`src/rtl/multicycle_addsub.sv`:
```
// Multi-cycle add/subtract: resolves the carry chain SLICE bits per clock, LSB slice first.
// Latency NSLICE+1 cycles handshake-to-out_valid; holds in DONE while out_ready is low.
// Build option: define MULTICYCLE_ADDSUB_FLAGS_EN to compute ovf/zero (otherwise tied to 0).
module multicycle_addsub #(
    parameter int WIDTH = 64,
    parameter int SLICE = 16
) (
    input  logic             clk,
    input  logic             rst,
    input  logic             in_valid,
    output logic             in_ready,
    input  logic [WIDTH-1:0] a,
    input  logic [WIDTH-1:0] b,
    input  logic             cin,
    input  logic             op,
    output logic             out_valid,
    input  logic             out_ready,
    output logic [WIDTH-1:0] sum,
    output logic             cout,
    output logic             ovf,
    output logic             zero
);

    localparam int SAFE_SLICE = (SLICE < 1) ? 1 : SLICE;
    localparam int NSLICE     = WIDTH / SAFE_SLICE;
    localparam int CW         = (NSLICE > 1) ? $clog2(NSLICE) : 1;

    generate
        if ((SLICE < 1) || ((WIDTH % SAFE_SLICE) != 0)) begin : g_bad_param
            $error("multicycle_addsub: WIDTH must be a positive multiple of SLICE");
        end
    endgenerate

    typedef enum logic [1:0] {
        IDLE,
        RUN,
        DONE
    } state_t;

    state_t           state_q;
    state_t           state_d;
    logic [WIDTH-1:0] a_q;
    logic [WIDTH-1:0] bx_q;
    logic             carry_q;
    logic [CW-1:0]    cnt_q;
    logic [31:0]      base_idx;
    logic [SLICE:0]   slice_res;
    logic [WIDTH-1:0] sum_d;
    logic             last_slice;
    logic             accept;

    assign in_ready   = (state_q == IDLE) && !rst;
    assign out_valid  = (state_q == DONE);
    assign accept     = in_valid && in_ready;
    assign last_slice = (cnt_q == CW'(NSLICE - 1));

    // One slice of the ripple: slice cnt_q of a and bx plus the running carry.
    always_comb begin
        base_idx  = 32'(cnt_q) * 32'(SLICE);
        slice_res = {1'b0, a_q[base_idx +: SLICE]}
                  + {1'b0, bx_q[base_idx +: SLICE]}
                  + {{SLICE{1'b0}}, carry_q};
        sum_d     = sum;
        sum_d[base_idx +: SLICE] = slice_res[SLICE-1:0];
    end

    always_comb begin
        state_d = state_q;
        case (state_q)
            IDLE:    if (accept)     state_d = RUN;
            RUN:     if (last_slice) state_d = DONE;
            DONE:    if (out_ready)  state_d = IDLE;
            default: state_d = IDLE;
        endcase
    end

    always_ff @(posedge clk) begin
        if (rst) begin
            state_q <= IDLE;
        end else begin
            state_q <= state_d;
        end
    end

    always_ff @(posedge clk) begin
        if (rst) begin
            a_q     <= '0;
            bx_q    <= '0;
            carry_q <= 1'b0;
            cnt_q   <= '0;
            sum     <= '0;
            cout    <= 1'b0;
        end else begin
            case (state_q)
                IDLE: begin
                    if (accept) begin
                        a_q     <= a;
                        bx_q    <= op ? ~b : b;
                        carry_q <= cin;
                        cnt_q   <= '0;
                    end
                end
                RUN: begin
                    sum     <= sum_d;
                    carry_q <= slice_res[SLICE];
                    cnt_q   <= cnt_q + CW'(1);
                    if (last_slice) begin
                        cout <= slice_res[SLICE];
                    end
                end
                default: begin
                end
            endcase
        end
    end

`ifdef MULTICYCLE_ADDSUB_FLAGS_EN
    // Flags use the fully assembled sum so they update in the same edge as the last slice.
    always_ff @(posedge clk) begin
        if (rst) begin
            ovf  <= 1'b0;
            zero <= 1'b0;
        end else if ((state_q == RUN) && last_slice) begin
            ovf  <= (a_q[WIDTH-1] == bx_q[WIDTH-1]) && (sum_d[WIDTH-1] != a_q[WIDTH-1]);
            zero <= (sum_d == '0);
        end
    end
`else
    assign ovf  = 1'b0;
    assign zero = 1'b0;
`endif

endmodule

```
`config.mk`:
```
export PLATFORM = sky130hd
export DESIGN_NAME = multicycle_addsub
export DESIGN_NICKNAME = d
export VERILOG_FILES = /design/src/rtl/multicycle_addsub.sv
export SDC_FILE = /design/constraint.sdc
export NUM_CORES = 1
export LEC_CHECK = 0
export CAP_MARGIN = 5
export CORE_ASPECT_RATIO = 0.7
export CORE_UTILIZATION = 56
export CTS_BUF_LIST = sky130_fd_sc_hd__clkbuf_2 sky130_fd_sc_hd__clkbuf_4 sky130_fd_sc_hd__clkbuf_8
export CTS_CLUSTER_SIZE = 24
export DETAILED_ROUTE_END_ITERATION = 8
export GPL_TIMING_DRIVEN = 0
export PLACE_DENSITY = 0.84
export SYNTH_ARGS = -nofsm -noshare
export SYNTH_HDL_FRONTEND = slang
export SYNTH_SLANG_ARGS = --single-unit
export TNS_END_PERCENT = 50
```
`constraint.sdc`:
```
create_clock -name clk -period 7.63 [get_ports clk]
set_input_delay 0.763 -clock clk [delete_from_list [all_inputs] [get_ports clk]]
set_output_delay 0.763 -clock clk [all_outputs]
set_load 0.01 [all_outputs]
```
==> impl_metrics.json <==
{
  "worstPathCellList": "clkbuf_1 -> clkbuf_1 -> mux4_2 -> fa_1 -> fa_1 -> a211oi_1 -> nor2_2 -> o221ai_2 -> o21ai_1 -> xor2_1 -> a22o_1",
  "holdBufCountCts": 0,
  "yosys_warnings": 0,
  "period_share_pct": 56.4,
  "routabilityCongestion": 0.880,
  "power_frac_clock_pct": 31.5,
  "path_buf_inv": 2,
  "drt_iter0_drc": 765,
  "pwr-share-seq_pct": 50.1,
  "fillers": 1178,
  "dp_worst_setup_slack_ps": 3380,
  "vias": 7961,
  "critical_path.top_delay_family": "buffers and inverters",
  "peakVddDrop_uv": 112,
  "placement.io_buffers": 198,
  "synth-edff-count": 0,
  "setup_viol": 0,
  "cp-start-kind": "register",
  "io_pins": 203,
  "overflow": 0,
  "start_util_pct": 58.0,
  "end_kind": "register",
  "maxSlewViolCount": 0,
  "cts_buffers": 17,
  "synthDistinctLibCells": 49,
  "final_cell_mix": "dfxtp_1 (198), clkdlybuf4s50_1 (198), nand2_1 (148), nand3b_1 (129), xnor2_1 (72)",
  "netSwitchingPower_mw": 0.665,
  "yosys-top-cells-area": "dfxtp_1 (44%), nand3b_1 (11%), mux4_2 (7.9%)",
  "drt.antenna.violating_nets": 0,
  "cts.sinks": 198,
  "final_net_count": 1306,
  "fp-row-count": 38,
  "clk_pin_slew_ps": 110,
  "num_antenna_cells": 0,
  "grt_pass1_wl_um": 42300,
  "ys_seq_area_share_pct": 43.6,
  "status": "complete, no violations",
  "cts_resized": 0,
  "grt_pass1_vias": 7852,
  "fin_ws_ps": 3320,
  "power_density_nw_per_um2": 190,
  "grt_usage_pct": 33.1,
  "combinationalPowerShare_pct": 18.4,
  "critical_path_class": "register to register",
  "max_stage_delay_ps": 620,
  "async_flop_share_pct": 0,
  "clk_path_buf_depth": 2,
  "core-area_um2": 15700,
  "critPathRequiredTime_ps": 8050,
  "p_sw_share_pct": 29.8,
  "worstHoldPathType": "register to register",
  "cellInternalPower_mw": 1.57,
  "synth_flop_cell": "dfxtp_1",
  "dieWidth_um": 154,
  "syn_inst": 931,
  "cts_root_buf": "clkbuf_8",
  "yosys.area.top_type": "dfxtp_1",
  "clkLatencyLatePin_ps": 480,
  "clock_skew_ps": 18.8,
  "setup_tns_ps": 0,
  "drive_gt1_share_pct": 8.09,
  "post-route-drc-count": 0,
  "rsz0062_at_grt": "false",
  "p_leak_nw": 4.46,
  "max_slew_margin_pct": 43.9,
  "cp_slowest_cell": "clkbuf_1",
  "antenna_found_initial": 0,
  "grt_max_degree": 20,
  "firstDrtPassIters": 5,
  "cts_max_level": 4,
  "maxCapViolCount": 0,
  "ys_ff_latch": 198,
  "routed_wl_um": 26900,
  "cts_tree": "yes",
  "fin_crit_ps": 4310,
  "avgSynthCellArea_um2": 9.77,
  "hpwl_um": 20600,
  "routedWlPerCell_um": 19.7,
  "synth_top_area_share_pct": 43.6,
  "worstPathArrival_ps": 4730,
  "finalHoldViolCount": 0,
  "die_y_um": 109,
  "routed_via_density": 5.85,
  "max_freq_ghz": 0.232,
  "worstMarginPinSlew_ps": 842,
  "post_cts_buffers": 0,
  "netlist_area_um2": 9100,
  "worst-path-max-fanout": 10,
  "area_delta_synth_final_pct": 29.1,
  "dieArea_um2": 16800
}
[per-stage QoR]
step                cell area, µm²  hold WS (ps)  util [%]  cells  power [mW]
floorplan                     9100           446         -    932        1.37
global placement             11300           436      72.2   1330        1.53
detailed placement           11300           453      72.2   1330        1.54
CTS                          11700           467      74.9   1362        2.22
global route                 11700           490      74.9   1362        2.31
finish                       11700           463      74.9   1362        2.23
[power groups by stage]
stage	Sequential, mW	Clock, mW	Combinational, mW
floorplan	1.13	0	0.236
global placement	1.14	0	0.394
detailed placement	1.14	0	0.403
CTS	1.12	0.701	0.405
global route	1.12	0.741	0.440
finish	1.12	0.702	0.411
[worst reg2reg max path, delay by kind of cell, from the launching register on]
kind                     cells  cell delay [ps]
buffers and inverters        2             1030
AO/OA/AOI/OAI                4              930
adder cells (fa/ha/maj)      2              930
multiplexers                 1              460
flip-flops                   1              400
XOR/XNOR                     1              400
AND/OR/NAND/NOR              1              120
[registers in the layout, indices dropped and copies added (netlist names)]
signal and count:
a_q 64, bx_q 64, sum 64, cnt_q 2, state_q 2, carry_q 1, cout 1
[kinds of logic (layout without fill, tap and decap cells)]
| logic type | Yosys count | after routing | synth area share, % |
|---|---|---|---|
| buffers and inverters | 72 | 302 | 3.31 |
| adders and majority gates | 23 | 23 | 3.33 |
| and+or+nand+nor | 345 | 345 | 21.1 |
| AOI/OAI and AO/OA | 183 | 183 | 13.3 |
| muxes | 32 | 32 | 7.92 |
| DFF | 198 | 198 | 43.6 |
| other | 1 | 2 | 0.0412 |
| xor gates and xnor gates | 77 | 77 | 7.41 |
[area by class of cell]
cell class / instances / area, µm² / area share [%]
tap: 200 / 250 / 2.13
clock inverter: 13 / 160 / 1.36
sequential: 198 / 3960 / 33.7
inverter: 3 / 11.3 / 0.0959
timing repair buffer: 198 / 1980 / 16.9
buffer: 69 / 290 / 2.47
multi-input combinational: 662 / 4830 / 41.2
clock buffer: 19 / 255 / 2.17
[routing by layer]
layer	share of wire, %	wire length, µm	track usage (%)	vias up
li1	-	-	-	3715
met1	44	11900	45.3	3720
met2	43	11400	50.6	457
met3	10	2770	8.59	69
met4	2.9	784	12.7	0
met5	0	0	0	-
[cell usage after synthesis (4+ instances only)]
master,number
a211oi_1,4
a21o_1,4
a21oi_1,16
a22o_1,34
a22oi_1,23
buf_1,8
buf_2,7
buf_4,6
clkbuf_1,48
dfxtp_1,198
ha_1,21
mux4_2,32
nand2_1,148
nand2b_1,5
nand3b_1,129
nor2_1,39
o21ai_0,51
o21ai_1,31
xnor2_1,72
xor2_1,5
[worst paths after layout]
path	slack, ps	end	from	depth (start not counted)
worst max-delay path	3320	sum[28]$_SDFFE_PP0P_	cnt_q[1]$_SDFFE_PP0P_	11
worst min register to register	460	sum[26]$_SDFFE_PP0P_	sum[26]$_SDFFE_PP0P_	2
worst max register to register	3320	sum[28]$_SDFFE_PP0P_	cnt_q[1]$_SDFFE_PP0P_	11
worst min-delay path	460	sum[26]$_SDFFE_PP0P_	sum[26]$_SDFFE_PP0P_	2
Power figures use the tool's default switching activity.
